$ cat config.mk
export PLATFORM = sky130hd
export DESIGN_NAME = ram_access_arbiter_flat
export DESIGN_NICKNAME = d
export VERILOG_FILES = /design/src/rtl/ram_access_arbiter_if.sv /design/src/rtl/ram_access_arbiter.sv /design/src/flat_wrapper.sv
export SDC_FILE = /design/constraint.sdc
export NUM_CORES = 1
export LEC_CHECK = 0
export CAP_MARGIN = 20
export CORE_UTILIZATION = 40
export CTS_CLUSTER_DIAMETER = 150
export DETAILED_ROUTE_END_ITERATION = 10
export PLACE_DENSITY_LB_ADDON = 0.12
export SLEW_MARGIN = 15
export SYNTH_ARGS = -nofsm -noshare
export SYNTH_HDL_FRONTEND = slang
export SYNTH_SLANG_ARGS = --single-unit
$ cat constraint.sdc
create_clock -name clk -period 2.9 [get_ports clk]
set_clock_uncertainty 0.2 [all_clocks]
set_input_delay 0.58 -clock clk [delete_from_list [all_inputs] [get_ports clk]]
set_output_delay 0.58 -clock clk [all_outputs]
set_load 0.05 [all_outputs]
$ cat src/rtl/ram_access_arbiter_if.sv
// rtl/ram_access_arbiter_if.sv - one requester's handshake to the RAM arbiter
// Signals:
//   req    requester -> arbiter  request, held with its fields until gnt
//   we     requester -> arbiter  1 = write, 0 = read
//   addr   requester -> arbiter  RAM word address
//   wdata  requester -> arbiter  write data
//   gnt    arbiter -> requester  granted this cycle (combinational)
//   rvalid arbiter -> requester  read data valid, one-cycle pulse
//   rdata  arbiter -> requester  registered read data, held until the next read
interface ram_access_arbiter_if #(
    parameter int ADDRESS_WIDTH = 8,
    parameter int DATA_WIDTH    = 32
);
    logic                     req;
    logic                     we;
    logic [ADDRESS_WIDTH-1:0] addr;
    logic [DATA_WIDTH-1:0]    wdata;
    logic                     gnt;
    logic                     rvalid;
    logic [DATA_WIDTH-1:0]    rdata;

    modport master (
        output req, we, addr, wdata,
        input  gnt, rvalid, rdata
    );

    modport slave (
        input  req, we, addr, wdata,
        output gnt, rvalid, rdata
    );
endinterface

$ cat src/rtl/ram_access_arbiter.sv
// rtl/ram_access_arbiter.sv - shares one single-port RAM between requesters A and B
// Ports:
//   clk        clock, all state on the rising edge
//   clr        synchronous active-high reset
//   a_port     requester A handshake (slave side)
//   b_port     requester B handshake (slave side)
//   ram_re     RAM read enable
//   ram_we     RAM write enable
//   ram_addr   RAM address (0 when idle)
//   ram_wdata  RAM write data (0 when idle)
//   ram_rdata  RAM combinational read data
//   init_done  high once the zero-fill sweep has finished, until the next clr
module ram_access_arbiter #(
    parameter int ADDRESS_WIDTH = 8,
    parameter int DATA_WIDTH    = 32,
    parameter int INIT_ON_RESET = 1
) (
    input  logic                     clk,
    input  logic                     clr,
    ram_access_arbiter_if.slave      a_port,
    ram_access_arbiter_if.slave      b_port,
    output logic                     ram_re,
    output logic                     ram_we,
    output logic [ADDRESS_WIDTH-1:0] ram_addr,
    output logic [DATA_WIDTH-1:0]    ram_wdata,
    input  logic [DATA_WIDTH-1:0]    ram_rdata,
    output logic                     init_done
);

    localparam logic INIT_EN = (INIT_ON_RESET != 0);
    localparam logic [ADDRESS_WIDTH-1:0] LAST_ADDR = {ADDRESS_WIDTH{1'b1}};

    typedef enum logic {
        ST_INIT,
        ST_SERVE
    } state_t;

    state_t                   state;
    logic [ADDRESS_WIDTH-1:0] init_cnt;
    logic                     last_grant_b;   // 1 = B was granted most recently
    logic                     serving;
    logic                     a_gnt;
    logic                     b_gnt;

    // On a tie the port that was not granted last wins; reset leaves B as
    // "last" so A takes the first tie.
    always_comb begin
        serving = (state == ST_SERVE) && !clr;
        a_gnt   = serving && a_port.req && (!b_port.req || last_grant_b);
        b_gnt   = serving && b_port.req && !a_gnt;
    end

    assign a_port.gnt = a_gnt;
    assign b_port.gnt = b_gnt;

    // RAM side: the sweep owns the RAM in INIT, otherwise the granted port.
    always_comb begin
        ram_re    = 1'b0;
        ram_we    = 1'b0;
        ram_addr  = '0;
        ram_wdata = '0;
        if (!clr) begin
            if (state == ST_INIT) begin
                ram_we   = 1'b1;
                ram_addr = init_cnt;
            end else if (a_gnt) begin
                ram_we    = a_port.we;
                ram_re    = !a_port.we;
                ram_addr  = a_port.addr;
                ram_wdata = a_port.we ? a_port.wdata : '0;
            end else if (b_gnt) begin
                ram_we    = b_port.we;
                ram_re    = !b_port.we;
                ram_addr  = b_port.addr;
                ram_wdata = b_port.we ? b_port.wdata : '0;
            end
        end
    end

    always_ff @(posedge clk) begin
        if (clr) begin
            state         <= INIT_EN ? ST_INIT : ST_SERVE;
            init_cnt      <= '0;
            last_grant_b  <= 1'b1;
            a_port.rvalid <= 1'b0;
            b_port.rvalid <= 1'b0;
            a_port.rdata  <= '0;
            b_port.rdata  <= '0;
            init_done     <= !INIT_EN;
        end else begin
            a_port.rvalid <= a_gnt && !a_port.we;
            b_port.rvalid <= b_gnt && !b_port.we;
            if (a_gnt && !a_port.we) begin
                a_port.rdata <= ram_rdata;
            end
            if (b_gnt && !b_port.we) begin
                b_port.rdata <= ram_rdata;
            end
            if (a_gnt) begin
                last_grant_b <= 1'b0;
            end else if (b_gnt) begin
                last_grant_b <= 1'b1;
            end
            if (state == ST_INIT) begin
                init_cnt <= init_cnt + 1'b1;
                // The last word is written at this edge, so SERVE and
                // init_done both start in the following cycle.
                if (init_cnt == LAST_ADDR) begin
                    state     <= ST_SERVE;
                    init_done <= 1'b1;
                end
            end
        end
    end

endmodule

$ cat src/flat_wrapper.sv
// flat-port wrapper written by rule: the top's interface ports become plain ports
module ram_access_arbiter_flat 
#(
    parameter int ADDRESS_WIDTH = 8,
    parameter int DATA_WIDTH    = 32,
    parameter int INIT_ON_RESET = 1
)
  (clk, clr, ram_re, ram_we, ram_addr, ram_wdata, ram_rdata, init_done, a_port_req, a_port_we, a_port_addr, a_port_wdata, a_port_gnt, a_port_rvalid, a_port_rdata, b_port_req, b_port_we, b_port_addr, b_port_wdata, b_port_gnt, b_port_rvalid, b_port_rdata);
  ram_access_arbiter_if #(.ADDRESS_WIDTH(ADDRESS_WIDTH), .DATA_WIDTH(DATA_WIDTH)) a_port_i ();
  ram_access_arbiter_if #(.ADDRESS_WIDTH(ADDRESS_WIDTH), .DATA_WIDTH(DATA_WIDTH)) b_port_i ();
  input  logic clk;
  input  logic clr;
  output logic ram_re;
  output logic ram_we;
  output logic [ADDRESS_WIDTH-1:0] ram_addr;
  output logic [DATA_WIDTH-1:0] ram_wdata;
  input  logic [DATA_WIDTH-1:0] ram_rdata;
  output logic init_done;
  input wire logic [$bits(a_port_i.req)-1:0] a_port_req;
  input wire logic [$bits(a_port_i.we)-1:0] a_port_we;
  input wire logic [$bits(a_port_i.addr)-1:0] a_port_addr;
  input wire logic [$bits(a_port_i.wdata)-1:0] a_port_wdata;
  output wire logic [$bits(a_port_i.gnt)-1:0] a_port_gnt;
  output wire logic [$bits(a_port_i.rvalid)-1:0] a_port_rvalid;
  output wire logic [$bits(a_port_i.rdata)-1:0] a_port_rdata;
  input wire logic [$bits(b_port_i.req)-1:0] b_port_req;
  input wire logic [$bits(b_port_i.we)-1:0] b_port_we;
  input wire logic [$bits(b_port_i.addr)-1:0] b_port_addr;
  input wire logic [$bits(b_port_i.wdata)-1:0] b_port_wdata;
  output wire logic [$bits(b_port_i.gnt)-1:0] b_port_gnt;
  output wire logic [$bits(b_port_i.rvalid)-1:0] b_port_rvalid;
  output wire logic [$bits(b_port_i.rdata)-1:0] b_port_rdata;
  assign a_port_i.req = a_port_req;
  assign a_port_i.we = a_port_we;
  assign a_port_i.addr = a_port_addr;
  assign a_port_i.wdata = a_port_wdata;
  assign a_port_gnt = a_port_i.gnt;
  assign a_port_rvalid = a_port_i.rvalid;
  assign a_port_rdata = a_port_i.rdata;
  assign b_port_i.req = b_port_req;
  assign b_port_i.we = b_port_we;
  assign b_port_i.addr = b_port_addr;
  assign b_port_i.wdata = b_port_wdata;
  assign b_port_gnt = b_port_i.gnt;
  assign b_port_rvalid = b_port_i.rvalid;
  assign b_port_rdata = b_port_i.rdata;
  ram_access_arbiter #(.ADDRESS_WIDTH(ADDRESS_WIDTH), .DATA_WIDTH(DATA_WIDTH), .INIT_ON_RESET(INIT_ON_RESET)) u_core (.clk(clk), .clr(clr), .a_port(a_port_i), .b_port(b_port_i), .ram_re(ram_re), .ram_we(ram_we), .ram_addr(ram_addr), .ram_wdata(ram_wdata), .ram_rdata(ram_rdata), .init_done(init_done));
endmodule
Yosys cells after proc, flatten, opt, wreduce, memory -nomap -nowiden
Index checks and enable logic that the tools add are counted.
{"block": "totals", "elab_cells": 48, "inputBits": 118, "regBits": 77, "out_inout_bits": 111}
{"block": "classes", "add_sub_neg": 1, "n_mux": 22, "reduce_logical": 15, "eq_ne": 1, "bitwise_logic": 1}
{"cell": "two-way mux 32 bit", "n": 6}
{"cell": "two-way mux 8 bit", "n": 4}
{"cell": "two-way mux 1 bit", "n": 12}
{"cell": "adder 8 x 1 -> 8 bit (second input constant)", "n": 1}
{"cell": "equality test 8 bit (second input constant)", "n": 1}
{"cell": "logical AND 1 bit", "n": 7}
{"cell": "logical NOT 1 bit", "n": 5}
{"cell": "AND reduction 2 bit", "n": 1}
{"cell": "nonzero test 2 bit", "n": 1}
{"cell": "logical OR 1 bit", "n": 1}
{"cell": "inverter 1 bit", "n": 1}

Depth between registers and ports, before layout
Gate-level depths: netlist of the first run.
{"block": "depth", "ltp_word": 10, "ltp_mapped": 6, "ltp_nobuf": 4}

Least setup slack after synthesis of the first run
Ideal clock, no wire load.
{"block": "synth_path", "path_type": "input to output", "start": "in a_port_req", "end": "out ram_addr[1]", "path_stages": 4, "n_path_buf": 1, "setup_slack_ns": -0.182, "required_ns": 2.120, "t_arrival_ns": 2.302, "cell_sequence": "clkbuf_2 -> a21boi_1 -> a32oi_1 -> a211oi_1"}
{"block": "synth_between", "elab_chain_cells": 8}
{"item": "from (decl)", "line_no": "flat_wrapper.sv:19", "rtl": "input wire logic [$bits(a_port_i.req)-1:0] a_port_req;"}
{"item": "logical AND 1 bit (*) (2 in series)", "line_no": "ram_access_arbiter.sv:49", "rtl": "a_gnt = serving && a_port.req && (!b_port.req || last_grant_b);"}
{"item": "logical NOT 1 bit", "line_no": "ram_access_arbiter.sv:50", "rtl": "b_gnt = serving && b_port.req && !a_gnt;"}
{"item": "logical AND 1 bit", "line_no": "ram_access_arbiter.sv:50"}
{"item": "two-way mux 8 bit", "line_no": "ram_access_arbiter.sv:71", "rtl": "end else if (b_gnt) begin"}
{"item": "two-way mux 8 bit (*)", "line_no": "ram_access_arbiter.sv:66", "rtl": "end else if (a_gnt) begin"}
{"item": "two-way mux 8 bit (*)", "line_no": "ram_access_arbiter.sv:63", "rtl": "if (state == ST_INIT) begin"}
{"item": "two-way mux 8 bit (*)", "line_no": "ram_access_arbiter.sv:62", "rtl": "if (!clr) begin"}
{"item": "to (decl)", "line_no": "flat_wrapper.sv:15", "rtl": "output logic [ADDRESS_WIDTH-1:0] ram_addr;"}
Mark *: on every way between the ends. The rest lies on a longest branch, timed or not.

Worst setup path in the final report of the first run
{"block": "layout_path", "start": "in b_port_we", "end": "out ram_wdata[16]"}
{"block": "layout_between", "elab_chain_cells": 5}
{"item": "from (decl)", "line_no": "flat_wrapper.sv:27", "rtl": "input wire logic [$bits(b_port_i.we)-1:0] b_port_we;"}
{"item": "two-way mux 32 bit", "line_no": "ram_access_arbiter.sv:75", "rtl": "ram_wdata = b_port.we ? b_port.wdata : '0;"}
{"item": "two-way mux 32 bit", "line_no": "ram_access_arbiter.sv:71"}
{"item": "two-way mux 32 bit", "line_no": "ram_access_arbiter.sv:66"}
{"item": "two-way mux 32 bit", "line_no": "ram_access_arbiter.sv:63"}
{"item": "two-way mux 32 bit", "line_no": "ram_access_arbiter.sv:62"}
{"item": "to (decl)", "line_no": "flat_wrapper.sv:16", "rtl": "output logic [DATA_WIDTH-1:0] ram_wdata;"}
Every way passes these cells.

==> results.sh, run 1 <==
export IMPL_syn_inst=372
export IMPL_cts_htree_levels=3
export IMPL_pwr_share_seq_pct=48.8
export IMPL_ant_nets=0
export IMPL_synth_ff_type="dfxtp_1"
export IMPL_grt_pass1_wl_um=21500
export IMPL_sw_frac_of_total_pct=23.3
export IMPL_rr_startpoint="u_core.last_grant_b$_SDFFE_PP1P_"
export IMPL_fin_area_sq_mm=0.00672
export IMPL_crit_fanout=8
export IMPL_r2r_end="u_core.a_port.rdata[27]$_SDFFE_PP0P_"
export IMPL_top_layer="met4"
export IMPL_p_total_w=0.00218
export IMPL_synth_edf_count=0
export IMPL_dpl_instance_area_sq_mm=0.00638
export IMPL_pwr_share_clk_pct=39.0
export IMPL_finalSetupTns_ns=0
export IMPL_dr_total_vias=3751
export IMPL_wl_per_cell_um=20.3
export IMPL_wl_met3_um=1140
export IMPL_nets=716
export IMPL_place_gp_congestion=1.00
export IMPL_holdPathStages=2
export IMPL_detailed_place_hpwl_um=10500
export IMPL_synthMostInstantiatedCell="dfxtp_1"
export IMPL_yosys_warnings=0
export IMPL_power_density_mw_per_mm2=325
export IMPL_fmax_ghz=0.362
export IMPL_grt_ovfl_total=0
export IMPL_netlist_top_cell_by_area="dfxtp_1"
export IMPL_syn_nets=491
export IMPL_die_h_um=97.5
export IMPL_slew_headroom_pct=60.4
export IMPL_wl_met1_um=5750
export IMPL_max_stage_delay_ns=0.49
export IMPL_holdCritPathClass="reg -> reg"
export IMPL_ioPinCount=229
export IMPL_rsz0062_at_grt="false"
export IMPL_arrival_ns=1.98
export IMPL_period_needed_ns=2.76
export IMPL_clock_root_buffer="clkbuf_8"
export IMPL_path_delay_family="buffers and inverters"
export IMPL_synth_top_area_share_pct=42.3
export IMPL_grt_antenna_before_repair=0
export IMPL_ff2ff_setup_slack_ns=0.93
export IMPL_setup_violations_final=0
export IMPL_drive_gt1_share_pct=21.8
export IMPL_portBuffers=228
export IMPL_firstDrtPassIters=4
export IMPL_cts_hold_buf=0
export IMPL_ys_async_sr_fraction_pct=0
export IMPL_cts_sinks=77
export IMPL_hp_start="u_core.b_port.rdata[26]$_SDFFE_PP0P_"
export IMPL_ys_types=49
export IMPL_initial_core_util_pct=41.6
export IMPL_num_rows=34
export IMPL_wl_um=14400
export IMPL_grt_max_degree=36
export IMPL_grt_pass1_vias=3784
export IMPL_leakage_nw=2.70
export IMPL_ys_ff_latch=77
export IMPL_clk_transition_reported_paths_ns=0.08
export IMPL_die_area_sq_mm=0.00950
export IMPL_vias_per_cell=5.28
export IMPL_endpoint="ram_wdata[16]"
export IMPL_comb_power_share_pct=12.1
export IMPL_period_share_pct=95.2
export IMPL_vdd_drop_max_v=0.000362
export IMPL_cts_tree="done"
export IMPL_cp_start_kind="input port"
export IMPL_cp_depth=6
export IMPL_synth_area_per_cell_sq_um=9.80
export IMPL_gr_usage_all_layers_pct=29.5
export IMPL_max_cap_viol_count=0
export IMPL_hold_viol=0
export IMPL_drc_errors=0
export IMPL_clk_latency_ns=0.35
export IMPL_crit_chain="clkdlybuf4s50_1 -> inv_1 -> nor3_4 -> clkbuf_16 -> a22o_1 -> buf_12"
export IMPL_syn_cell_area_sq_mm=0.00365
export IMPL_clk_path_buf_depth=2
export IMPL_timing_worst_setup_path_type="in -> out"
export IMPL_core_sq_mm=0.00876
export IMPL_die_w_um=97.5
export IMPL_drv_slew=0
export IMPL_area_growth_pct=84.4
export IMPL_holdWs_ns=0.250
export IMPL_status="completed"
export IMPL_cts_buffers=9
export IMPL_slowest_stage="clkdlybuf4s50_1"
export IMPL_tightest_slew_ns=0.594
export IMPL_crit_required_ns=2.12
export IMPL_r2r_cells=4
export IMPL_end_kind="primary output"
export IMPL_synth_area_top_cells="dfxtp_1 (42%), mux2_4 (12%), a22o_1 (7.7%)"
export IMPL_routed_wl_met2_um=7110
export IMPL_switching_power_w=0.000508
export IMPL_synth_common_cells="dfxtp_1 (77), nor2b_1 (35), nand2_1 (33), nand3_1 (33), a22o_1 (32)"
export IMPL_drtIter0Drc=116
export IMPL_diodes=0
export IMPL_synth_seq_area_share_pct=42.3
export IMPL_intPower_w=0.00167
export IMPL_worst_path_buf_inv=4
export IMPL_cp_startpoint="b_port_we"
==> stage by stage <==
stage          util [%]  worst slack [ns]  cells
2_1_floorplan         -            0.0104    372
3_3_place_gp       72.8            0.0267    692
3_5_place_dp       72.8           0.00691    692
4_1_cts            75.5           0.00260    708
5_1_grt            76.7            0.0705    710
6_report           76.7             0.138    710
==> metal layers <==
layer  vias up  track usage (%)
li1       1780                -
met1      1772             35.8
met2       170             50.1
met3        29             7.27
met4         0             11.7
met5         -                0
==> cell usage in the layout (no fill, tap or decap), types with 3 or more instances in the layout <==
master,count
a221o_1,7
inv_1,4
a22o_1,23
nand2_1,33
nand3_1,33
a21oi_1,3
clkbuf_8,11
mux2_4,29
nor2_1,8
buf_4,21
a22o_4,9
buf_12,38
and2_1,4
dfxtp_1,77
clkdlybuf4s50_1,181
mux2_2,3
o21ai_1,6
o21ai_0,29
xnor2_1,3
nor2b_1,35
==> cell type report <==
type,instances,area (sq um)
Inverter,5,18.8
Clock inverter,4,53.8
Sequential cell,77,1540
Clock buffer,12,155
Multi-Input combinational cell,259,2020
Tap cell,108,135
Fill cell,630,2040
Timing Repair Buffer,245,2800
==> worst min path at each step <==
stage                                                      end  slack, ns
after floorplan                u_core.init_cnt[7]$_SDFFE_PP0N_       0.26
after global placement    u_core.b_port.rdata[26]$_SDFFE_PP0P_       0.24
after detailed placement  u_core.b_port.rdata[29]$_SDFFE_PP0P_       0.24
after CTS                 u_core.b_port.rdata[29]$_SDFFE_PP0P_       0.25
after global routing       u_core.b_port.rdata[5]$_SDFFE_PP0P_       0.27
final                     u_core.b_port.rdata[26]$_SDFFE_PP0P_       0.25
==> sequential cells by signal (all words and copies together) (netlist names) <==
signal / cells
u_core.init_done: 1
u_core.b_port.rdata: 32
u_core.state: 1
u_core.a_port.rdata: 32
u_core.b_port.rvalid: 1
u_core.a_port.rvalid: 1
u_core.last_grant_b: 1
u_core.init_cnt: 8
==> repair_timing <==
item / 4_1_cts / 5_1_grt
resized for setup: 3 / 10
buffers inserted: 0 / 0
setup endpoints to repair: 2 / 33
pin swaps: 0 / 2
gates cloned: 0 / 2
==> tightest hold or removal path: stages (launching register included) <==
cell and delay (ns):
dfxtp_1 0.32, nand2_1 0.05, o21ai_1 0.05
==> power groups by stage <==
stage | sequential [W] | clock [W] | combinational [W]
2_1_floorplan | 0.00109 | 0 | 0.0000542
3_3_place_gp | 0.00109 | 0 | 0.000254
3_5_place_dp | 0.00109 | 0 | 0.000258
4_1_cts | 0.00107 | 0.000867 | 0.000261
5_1_grt | 0.00107 | 0.000912 | 0.000278
6_report | 0.00107 | 0.000852 | 0.000264
==> logic make-up (layout without fill, tap and decap cells) <==
kind of cell	after synthesis	in the layout	synth area share [%]
and+or+nand+nor	134	134	20.8
muxes	33	33	13.1
DFF	77	77	42.3
adders and majority gates	1	1	0.343
buffers and inverters	36	266	5.39
xor gates and xnor gates	4	4	0.961
AOI/OAI and AO/OA	87	87	17.1
Note: power is estimated with default switching activity, not from simulation.
==> run 2, diff against run 1 <==
GPL_TIMING_DRIVEN = 0   (was not set)
==> results.sh, run 2 (same netlist as run 1, synthesis figures left out) <==
export IMPL_gr_usage_all_layers_pct=27.8
export IMPL_cts_hold_buf=0
export IMPL_max_cap_viol_count=0
export IMPL_leakage_nw=2.61
export IMPL_num_rows=34
export IMPL_timing_worst_setup_path_type="in -> out"
export IMPL_die_h_um=97.5
export IMPL_crit_chain="clkdlybuf4s50_1 -> nor3b_2 -> nand3_4 -> buf_6 -> inv_1 -> or2_1 -> clkbuf_4"
export IMPL_wl_um=13600
export IMPL_holdWs_ns=0.253
export IMPL_nets=730
export IMPL_grt_pass1_vias=3679
export IMPL_tightest_slew_ns=0.565
export IMPL_place_gp_congestion=0.808
export IMPL_slowest_stage="clkdlybuf4s50_1"
export IMPL_drv_slew=0
export IMPL_finalSetupTns_ns=0
export IMPL_final_common_cell="clkdlybuf4s50_1"
export IMPL_slew_headroom_pct=62.2
export IMPL_grt_max_degree=19
export IMPL_grt_pass1_wl_um=20500
export IMPL_max_stage_delay_ns=0.46
export IMPL_fmax_ghz=0.353
export IMPL_cts_htree_levels=3
export IMPL_cts_sinks=77
export IMPL_status="completed"
export IMPL_core_sq_mm=0.00876
export IMPL_cts_tree="done"
export IMPL_drc_errors=0
export IMPL_worst_path_buf_inv=4
export IMPL_hp_start="u_core.b_port.rdata[25]$_SDFFE_PP0P_"
export IMPL_crit_required_ns=2.12
export IMPL_firstDrtPassIters=4
export IMPL_rr_startpoint="u_core.state$_SDFF_PP0_"
export IMPL_clk_transition_reported_paths_ns=0.07
export IMPL_grt_antenna_before_repair=1
export IMPL_initial_core_util_pct=41.6
export IMPL_holdCritPathClass="reg -> reg"
export IMPL_vdd_drop_max_v=0.000236
export IMPL_die_area_sq_mm=0.00950
export IMPL_period_share_pct=97.6
export IMPL_ioPinCount=229
export IMPL_cp_startpoint="a_port_we"
export IMPL_detailed_place_hpwl_um=10200
export IMPL_ant_nets=0
export IMPL_end_kind="primary output"
export IMPL_clk_path_buf_depth=2
export IMPL_clk_latency_ns=0.36
export IMPL_crit_fanout=10
export IMPL_path_delay_family="buffers and inverters"
export IMPL_die_w_um=97.5
export IMPL_dr_total_vias=3739
export IMPL_power_density_mw_per_mm2=365
export IMPL_period_needed_ns=2.83
export IMPL_rsz0062_at_grt="false"
export IMPL_clock_root_buffer="clkbuf_8"
export IMPL_vias_per_cell=5.16
export IMPL_portBuffers=227
export IMPL_cp_start_kind="input port"
export IMPL_drtIter0Drc=150
export IMPL_setup_violations_final=0
export IMPL_grt_ovfl_total=0
export IMPL_wl_per_cell_um=18.7
export IMPL_arrival_ns=2.05
export IMPL_cts_buffers=9
export IMPL_reg_top3="u_core.a_port.rdata: 32 flops, u_core.b_port.rdata: 32 flops, u_core.init_cnt: 8 flops"
export IMPL_drive_gt1_share_pct=20.8
export IMPL_area_growth_pct=73.0
export IMPL_mostFrequentLayoutCells="clkdlybuf4s50_1 (180), dfxtp_1 (77), nor2b_1 (35), nand2_1 (33), nand3_1 (33)"
export IMPL_hold_viol=0
==> run 2: changes by cell type in the layout (fill, tap and decap cells not counted), moves of 3 or more <==
cell             previous run  this run
a22o_1                     23        30
a22o_4                      9         2
buf_12                     38         0
buf_2                       1        17
buf_6                       1        19
clkbuf_1                    1        10
clkbuf_2                    0         4
clkdlybuf4s15_2             0         3
==> run 2: cell type report <==
class,count,area (sq um)
antenna,1,2.50
timing repair buffer,230,2220
sequential,77,1540
inverter,5,18.8
tap,108,135
buffer,29,183
clock inverter,5,108
clock buffer,11,131
fill,692,2460
multi-input combinational,259,1970
==> run 2: per-layer routing <==
layer	track usage, %	routed length [um]
met1	33.3	5740
met2	47.4	6590
met3	8.63	996
met4	8.82	240
met5	0	0
==> run 2: path summary, 6_finish.rpt <==
check | end | slack, ns | cells past startpoint
worst max-delay path | ram_re | 0.07 | 7
worst min-delay path | u_core.b_port.rdata[25]$_SDFFE_PP0P_ | 0.25 | 2
worst max register to register | u_core.b_port.rdata[3]$_SDFFE_PP0P_ | 1.06 | 5
worst min register to register | u_core.b_port.rdata[25]$_SDFFE_PP0P_ | 0.25 | 2
==> run 2: what timing repair did <==
| action | 4_1_cts | 5_1_grt |
|---|---|---|
| resized for setup | 267 | 4 |
| pin swaps | 4 | 0 |
| gates cloned | 1 | 0 |
| buffers inserted | 2 | 0 |
| setup endpoints to repair | 44 | 29 |
==> run 2: worst register-to-register path, stage by stage, from the launching register on <==
cell and delay, ns:
dfxtp_1 0.33, buf_6 0.14, nor3b_2 0.38, clkbuf_1 0.45
nand3_1 0.16, o21ai_0 0.11
==> run 2: where the power goes <==
group / switching, W / leakage [nW] / total [W] / internal [W]
registers: 0.00000636 / 0.621 / 0.00107 / 0.00106
clock network: 0.000415 / 0.118 / 0.000992 / 0.000577
logic: 0.0000887 / 1.87 / 0.000246 / 0.000158
==> run 2: stage by stage <==
step	utilization [%]	setup WS (ns)	area (sq um)	std cells	power, W
after global routing	72.0	0.00321	6310	725	0.00237
after detailed placement	69.1	-0.989	6060	707	0.00134
after global placement	69.1	-0.950	6060	707	0.00133
after floorplan	-	0.0104	3650	372	0.00114
after CTS	71.9	0.0407	6300	725	0.00231
final	72.0	0.0682	6310	725	0.00230
